## config.mk

```make
export PLATFORM = sky130hd
export DESIGN_NAME = mdu
export DESIGN_NICKNAME = d
export VERILOG_FILES = /design/src/rtl/mdu.sv
export SDC_FILE = /design/constraint.sdc
export NUM_CORES = 1
export LEC_CHECK = 0
export ABC_AREA = 1
export CELL_PAD_IN_SITES_DETAIL_PLACEMENT = 0
export CELL_PAD_IN_SITES_GLOBAL_PLACEMENT = 2
export CORE_MARGIN = 1
export CORE_UTILIZATION = 35
export CTS_CLUSTER_SIZE = 20
export DETAILED_ROUTE_END_ITERATION = 8
export GPL_ROUTABILITY_DRIVEN = 0
export GPL_TIMING_DRIVEN = 0
export PLACE_DENSITY = 0.86
export SLEW_MARGIN = 25
export SYNTH_ARGS = -nofsm -noshare
export SYNTH_HDL_FRONTEND = slang
export SYNTH_SLANG_ARGS = --single-unit
```

## constraint.sdc

```tcl
create_clock -name clk -period 6.21 [get_ports clk]
set_input_delay 0.9315 -clock clk [delete_from_list [all_inputs] [get_ports clk]]
set_output_delay 0.9315 -clock clk [all_outputs]
set_load 0.01 [all_outputs]
```

## src/rtl/mdu.sv

```systemverilog
// mdu: iterative multiply/divide unit for the EX stage.
// MULT/MULTU use radix-2 shift-add and DIV/DIVU use restoring division,
// both on operand magnitudes with a sign fix-up on the final iteration.
// MTHI/MTLO write the architectural HI/LO registers directly from idle.
module mdu #(
  parameter int WIDTH = 32
) (
  input  logic             clk,
  input  logic             rst_n,
  input  logic [WIDTH-1:0] A,
  input  logic [WIDTH-1:0] B,
  input  logic [2:0]       mdop,
  input  logic             cancel,
  output logic             busy,
  output logic             done,
  output logic [WIDTH-1:0] hi,
  output logic [WIDTH-1:0] lo
);

  localparam int CW = $clog2(WIDTH) + 1;
  localparam logic [CW-1:0] LAST_ITER = CW'(WIDTH - 1);

  localparam logic [2:0] OP_MULT  = 3'b001;
  localparam logic [2:0] OP_MULTU = 3'b010;
  localparam logic [2:0] OP_DIV   = 3'b011;
  localparam logic [2:0] OP_DIVU  = 3'b100;
  localparam logic [2:0] OP_MTHI  = 3'b101;
  localparam logic [2:0] OP_MTLO  = 3'b110;

  typedef enum logic {
    ST_IDLE,
    ST_RUN
  } state_t;

  state_t             state;
  logic [CW-1:0]      cnt;
  logic [2*WIDTH-1:0] work;
  logic [WIDTH-1:0]   opnd;
  logic               is_div;
  logic               neg_q;
  logic               neg_r;
  logic               div_zero;

  logic               start_mul;
  logic               start_div;
  logic               start_signed;
  logic [WIDTH-1:0]   a_mag;
  logic [WIDTH-1:0]   b_mag;

  logic [WIDTH:0]     mul_sum;
  logic [2*WIDTH-1:0] mul_next;
  logic [WIDTH:0]     rem_sh;
  logic               div_ge;
  logic [WIDTH-1:0]   rem_new;
  logic [2*WIDTH-1:0] div_next;
  logic [2*WIDTH-1:0] step;
  logic [2*WIDTH-1:0] prod_fix;
  logic [WIDTH-1:0]   quot_fix;
  logic [WIDTH-1:0]   rem_fix;

  // Decode the request and form operand magnitudes for signed operations
  always_comb begin
    start_mul    = (mdop == OP_MULT) || (mdop == OP_MULTU);
    start_div    = (mdop == OP_DIV)  || (mdop == OP_DIVU);
    start_signed = (mdop == OP_MULT) || (mdop == OP_DIV);
    a_mag        = (start_signed && A[WIDTH-1]) ? -A : A;
    b_mag        = (start_signed && B[WIDTH-1]) ? -B : B;
  end

  // One shift-add or restoring-divide iteration plus the sign-corrected results
  always_comb begin
    mul_sum  = {1'b0, work[2*WIDTH-1:WIDTH]} + (work[0] ? {1'b0, opnd} : '0);
    mul_next = {mul_sum, work[WIDTH-1:1]};
    rem_sh   = work[2*WIDTH-1:WIDTH-1];
    div_ge   = (rem_sh >= {1'b0, opnd});
    rem_new  = div_ge ? (rem_sh[WIDTH-1:0] - opnd) : rem_sh[WIDTH-1:0];
    div_next = {rem_new, work[WIDTH-2:0], div_ge};
    step     = is_div ? div_next : mul_next;
    prod_fix = neg_q ? -step : step;
    quot_fix = div_zero ? '1 : (neg_q ? -step[WIDTH-1:0] : step[WIDTH-1:0]);
    rem_fix  = neg_r ? -step[2*WIDTH-1:WIDTH] : step[2*WIDTH-1:WIDTH];
  end

  // Control FSM, iteration datapath and the HI/LO architectural registers
  always_ff @(posedge clk or negedge rst_n) begin
    if (!rst_n) begin
      state    <= ST_IDLE;
      cnt      <= '0;
      work     <= '0;
      opnd     <= '0;
      is_div   <= 1'b0;
      neg_q    <= 1'b0;
      neg_r    <= 1'b0;
      div_zero <= 1'b0;
      busy     <= 1'b0;
      done     <= 1'b0;
      hi       <= '0;
      lo       <= '0;
    end else begin
      done <= 1'b0;
      case (state)
        ST_IDLE: begin
          if (start_mul || start_div) begin
            state    <= ST_RUN;
            busy     <= 1'b1;
            cnt      <= '0;
            is_div   <= start_div;
            neg_q    <= start_signed & (A[WIDTH-1] ^ B[WIDTH-1]);
            neg_r    <= start_signed & A[WIDTH-1];
            div_zero <= (B == '0);
            if (start_div) begin
              work <= {{WIDTH{1'b0}}, a_mag};
              opnd <= b_mag;
            end else begin
              work <= {{WIDTH{1'b0}}, b_mag};
              opnd <= a_mag;
            end
          end else if (mdop == OP_MTHI) begin
            hi <= A;
          end else if (mdop == OP_MTLO) begin
            lo <= A;
          end
        end
        ST_RUN: begin
          if (cancel) begin
            state <= ST_IDLE;
            busy  <= 1'b0;
          end else begin
            work <= step;
            cnt  <= cnt + 1'b1;
            if (cnt == LAST_ITER) begin
              state <= ST_IDLE;
              busy  <= 1'b0;
              done  <= 1'b1;
              if (is_div) begin
                lo <= quot_fix;
                hi <= rem_fix;
              end else begin
                {hi, lo} <= prod_fix;
              end
            end
          end
        end
        default: state <= ST_IDLE;
      endcase
    end
  end

endmodule

```

==> impl_metrics.toml, run 1 <==
[yosys]
synth_edf_count = 0
yosys_warnings = 0
ys_ff_latch = 173
synth_area_leaders = "dfrtp_1 (24%), nand2_1 (17%), inv_1 (9.6%), nor2_1 (8.6%), nand3_1 (5.6%)"
ys_async_sr_fraction = 1.00
yosysMostFrequentCell = "nand2_1"
yosysSeqAreaShare = 0.241
netlist_instances = 3000
syn_nets = 3141
synth_area_um2 = 18000
ys_types = 61
synth_top_area_frac = 0.241
yosys.area.top_type = "dfrtp_1"
yosys-top-cells-count = "nand2_1 (812), inv_1 (462), nor2_1 (412), nand3_1 (201), dfrtp_1 (173)"
syn_avg_cell_area_um2 = 5.99
synth-main-ff-cell = "dfrtp_1"

[place]
pre_cts_ws_ps = 1250
place_hpwl_um = 74400
port_buffers = 135
placed_cell_area_um2 = 20200

[power]
ir_drop_uv = 245
cellLeakagePower_nw = 10.4
power_density_nw_per_um2 = 538
p_total_mw = 11.2

[die]
pin_count = 136
die_w_um = 229
coreArea_um2 = 50400
num_rows = 82
start_util = 0.357
die_area_um2 = 52300
fp.dieH_um = 229

[clocking]
cts_tree = "yes"
post_cts_buffers = 0
cts_resized = 0
clk_latency_ps = 530
clock_path_buffers = 2
clkSlewWorstSetupHoldPaths_ps = 90
hold_buffers = 0
cts_buffers = 17
h-tree-depth = 4
clock-sinks = 173
cts-root-buf = "clkbuf_16"

[grt]
grtUsageTotal = 0.341
grt_pass1_vias = 20400
grt_pass1_wl_um = 131000
antenna_found_initial = 2
grt_max_degree = 86
grt_overflow_total = 0

[job]
maxCapViolations = 0

[timing]
slew_viol_final = 0
worst_pin_slew_ps = 1030
rsz0062_at_grt = "false"
whs_ps = 195
finalSetupViolCount = 0
fin_crit_ps = 5260
hold_viol_final = 0
slew_headroom = 0.311
layout_worst_path_cycle_share = 0.847
setup_ws_ps = 952
fmax_mhz = 190
skew_ps = 22.0

[setup_path]
cpMaxStageDelayCell = "o21ai_0"
cpMostUsedCell = "nand2_1"
r2r_setup_slack_ps = 950
startpoint_type = "flop"
crit_arrival_ps = 5700
required_ps = 6650
critPathMaxFanout = 10
crit_path_end_kind = "flop"
cpPeakStageDelay_ps = 610
critPathKind = "flop to flop"

[run_status]
status = "finished, final reports clean"

[route]
drc = 0
avgViaCountPerCell = 5.47
wl_per_cell_um = 23.2
wl_um = 89000
drt-pass1-iter-count = 6
vias = 21000
dr.first_iter.drc_count = 2318
ant_nets = 0

[hold_path]
holdCritPathClass = "primary input to async pin"

[cells_and_area]
utilization = 0.414
fill_cells = 5639
postLayoutCellArea_um2 = 20800
syn2layout_area_growth_pct = 16.0
fin_nets = 3297
drive_above_1_share = 0.0518
==> cell usage in the layout (no fill, tap or decap), types with 35 or more instances in the layout <==
| cell type | instances |
|---|---|
| nand2_1 | 812 |
| inv_1 | 462 |
| nor2_1 | 412 |
| nand3_1 | 201 |
| dfrtp_1 | 173 |
| o21ai_0 | 167 |
| clkdlybuf4s50_1 | 134 |
| a21oi_1 | 122 |
| clkbuf_1 | 71 |
| ha_1 | 69 |
| xor2_1 | 63 |
| nand4_1 | 56 |
| nor3_1 | 40 |
| o22ai_1 | 35 |
==> worst max-delay path: cells and delay by family, from the launching register on <==
family | cells | cell delay [ps]
DFF | 1 | 330
adders and majority gates | 2 | 550
and+or+nand+nor | 15 | 1820
buffers and inverters | 7 | 1380
AOI/OAI and AO/OA | 3 | 1090
==> sequential cells by signal, indices dropped and copies added (netlist names) <==
register  flops
hi           32
neg_q         1
busy          1
neg_r         1
state         1
div_zero      1
done          1
lo           32
opnd         32
cnt           6
is_div        1
work         64
==> kinds of logic (layout without fill, tap and decap cells) <==
logic type,after synthesis,after routing,synth area share
buffers and inverters,577,746,0.125
xor gates and xnor gates,75,75,0.0365
AOI/OAI and AO/OA,466,466,0.155
DFF,173,173,0.241
and+or+nand+nor,1638,1638,0.393
other,0,1,0
adders and majority gates,71,71,0.0503
==> stage by stage <==
stage / instances / TNS (ps)
after floorplan: 3000 / 0
after global placement: 3807 / -646710
after detailed placement: 3809 / 0
after CTS: 3841 / 0
after global routing: 3841 / 0
final: 3842 / 0
==> worst paths after layout <==
check | startpoint | to | cells past startpoint
worst min register to register | busy | busy | 2
worst min-delay path | rst_n | work[63] | 1
worst max register to register | work[0] | hi[30] | 27
max in group asynchronous | rst_n | lo[10] | 2
min in group clk | busy | busy | 2
worst max-delay path | work[0] | hi[30] | 27
==> layer usage <==
metal,track usage,up-vias,part of all wire
li1,-,9980,-
met1,0.432,9815,0.41
met2,0.554,973,0.46
met3,0.0550,240,0.073
met4,0.181,4,0.056
met5,0,-,0.00029
==> report_power, final <==
group / leakage (nW) / internal, mW / switching, mW
combinational: 7.99 / 2.47 / 5.51
sequential: 2.08 / 1.59 / 0.433
clock: 0.306 / 0.614 / 0.597
total: 10.4 / 4.68 / 6.54
==> cell type report <==
class | count | area, µm² | area share
Tap cell | 672 | 841 | 0.0403
Sequential cell | 173 | 4330 | 0.208
Antenna cell | 1 | 2.50 | 0.000120
Clock buffer | 17 | 425 | 0.0204
Inverter | 482 | 1810 | 0.0868
Buffer | 95 | 434 | 0.0208
Timing Repair Buffer | 137 | 1410 | 0.0677
Multi-Input combinational cell | 2250 | 11400 | 0.547
Clock inverter | 15 | 190 | 0.00912
Power figures use the tool's default switching activity.
==> run 2, diff against run 1 <==
--- a/config.mk
+++ b/config.mk
@@ -9,12 +9,12 @@
 export CELL_PAD_IN_SITES_DETAIL_PLACEMENT = 0
 export CELL_PAD_IN_SITES_GLOBAL_PLACEMENT = 2
 export CORE_MARGIN = 1
-export CORE_UTILIZATION = 35
+export CORE_UTILIZATION = 29
 export CTS_CLUSTER_SIZE = 20
 export DETAILED_ROUTE_END_ITERATION = 8
 export GPL_ROUTABILITY_DRIVEN = 0
 export GPL_TIMING_DRIVEN = 0
-export PLACE_DENSITY = 0.86
+export PLACE_DENSITY = 0.76
 export SLEW_MARGIN = 25
 export SYNTH_ARGS = -nofsm -noshare
 export SYNTH_HDL_FRONTEND = slang
==> constraint.sdc (replaced) <==
create_clock -name clk -period 4.8 [get_ports clk]
set_input_delay 0.72 -clock clk [delete_from_list [all_inputs] [get_ports clk]]
set_output_delay 0.72 -clock clk [all_outputs]
set_load 0.01 [all_outputs]
==> run 2 against run 1 <==
Against the previous run: critical path depth is the same; setup slack lost 770 ps; final cell count grew 2.9%; largest power group unchanged.
==> impl_metrics.toml, run 2 (same netlist as run 1, synthesis figures left out) <==
[timing]
whs_ps = 79.9
slew_viol_final = 0
fmax_mhz = 217
slew_headroom = 0.287
layout_worst_path_cycle_share = 0.962
finalSetupViolCount = 0
worst_pin_slew_ps = 1070
hold_viol_final = 0
skew_ps = 24.1
fin_tns_setup_ps = 0
fin_crit_ps = 4620

[place]
place_hpwl_um = 78700
placed_cell_area_um2 = 20400
port_buffers = 135

[clocking]
cts_buffers = 17
clkSlewWorstSetupHoldPaths_ps = 80
clock-sinks = 173
cts_tree = "yes"
clock_path_buffers = 2
h-tree-depth = 4
hold_buffers = 0
clk_latency_ps = 530
cts-root-buf = "clkbuf_16"

[grt]
grt_pass1_vias = 20300
antenna_found_initial = 2
grtUsageTotal = 0.296
grt_max_degree = 75
grt_overflow_total = 0
grt_pass1_wl_um = 134000

[route]
dr.first_iter.drc_count = 1977
vias = 21100
wl_per_cell_um = 23.7
drt-pass1-iter-count = 8
drc = 0
avgViaCountPerCell = 5.34
ant_nets = 0
wl_um = 93900

[setup_path]
crit_arrival_ps = 5060
critPathKind = "flop to flop"
r2r_cells = 27
rr_endpoint = "hi[30]"
critPathMaxFanout = 10
r2r_setup_slack_ps = 180
worstReg2RegStart = "opnd[20]"
crit_path_end_kind = "flop"
startpoint_type = "flop"
required_ps = 5240

[power]
cellLeakagePower_nw = 10.3
ir_drop_uv = 400
power_density_nw_per_um2 = 696

[die]
start_util = 0.296
fp.dieH_um = 251
pin_count = 136
die_area_um2 = 63000
die_w_um = 251
num_rows = 90
coreArea_um2 = 60800

[job]
maxCapViolations = 0

[run_status]
status = "finished, final reports clean"

[cells_and_area]
regArea_um2 = 4340
postLayoutCellArea_um2 = 21000
largest-register = "work"
multi_input_area_um2 = 11500
largest_register_ffs = 64
drive_above_1_share = 0.0593
final_common_cell = "nand2_1"
fill_cells = 6943
fin_nets = 3300
syn2layout_area_growth_pct = 17.0
layout_common_cells = "nand2_1 (811), inv_1 (459), nor2_1 (410), nand3_1 (200), dfrtp_1 (167)"

[hold_path]
holdCritPathClass = "primary input to async pin"
## run 2: cell count changes in the layout (fill, tap and decap cells not counted), moves of 3 or more
cell     change
buf_4        +4
dfrtp_1      -6
dfrtp_2      +6
ha_1         -4
ha_2         +4
inv_1        -3
inv_2        +3
inv_8        -3
## run 2: layer usage
layer / global-route usage / wire (µm) / vias up
met5: 0 / 13 / -
met1: 0.384 / 40600 / 10000
met2: 0.482 / 43000 / 862
li1: - / - / 9999
met4: 0.144 / 4460 / 2
met3: 0.0425 / 5850 / 204
## run 2: power breakdown
part / switching [mW] / internal [mW]
Sequential: 0.580 / 2.07
Clock: 0.737 / 0.751
Combinational: 7.27 / 3.25
Total: 8.58 / 6.07
## run 2: per-stage QoR
stage	utilization	total power [mW]	std cells	setup slack (ps)
after global routing	0.346	15.7	3953	-19.1
after global placement	0.334	12.9	3917	-5070
final	0.346	14.6	3954	182
after floorplan	-	8.94	3000	1380
after detailed placement	0.335	12.9	3919	-264
after CTS	0.345	14.5	3952	35.9
## run 2: worst max-delay path, cell delays in order, from the launching register on
cell and delay (ps):
dfrtp_1 470, inv_1 210, ha_2 430, nand2_1 70
nand2_1 110, inv_1 60, nand2_1 90, nand2_1 90
a21oi_2 260, nor2_8 90, buf_4 220, nand2_8 130
buf_8 150, nand2_1 150, nand3_2 170, nand2_2 90
inv_2 120, ha_2 240, inv_1 60, nor2_1 140
nand4_1 150, nor2_1 120, nand3_1 120, a21boi_2 270
nand2_1 120, nand3_1 100, nand3_2 140, a21oi_1 160
## run 2: what timing repair did
item,in CTS,in global routing
buffers inserted,2,2
hold endpoints to repair,0,0
endpoints found under the setup margin,19,28
pin swaps,1,2
gates resized for setup,2,24
## run 2: area by class of cell
cell class	count	share of cell area
plain buffers	94	0.0206
inverters	482	0.0860
repair buffers	141	0.0685
clock inverters	12	0.00595
multi-input cells	2250	0.545
clock buffers	19	0.0215
well taps	782	0.0465
flip-flops and latches	173	0.206
diodes	1	0.000119
## run 2: worst max path at each step
stage	startpoint	endpoint	slack, ps
after floorplan	work[0]	hi[29]	1380
after global placement	rst_n	lo[6]	-5070
after detailed placement	work[0]	hi[30]	-260
after CTS	opnd[8]	hi[30]	40
after global routing	opnd[11]	hi[30]	-20
final	opnd[20]	hi[30]	180
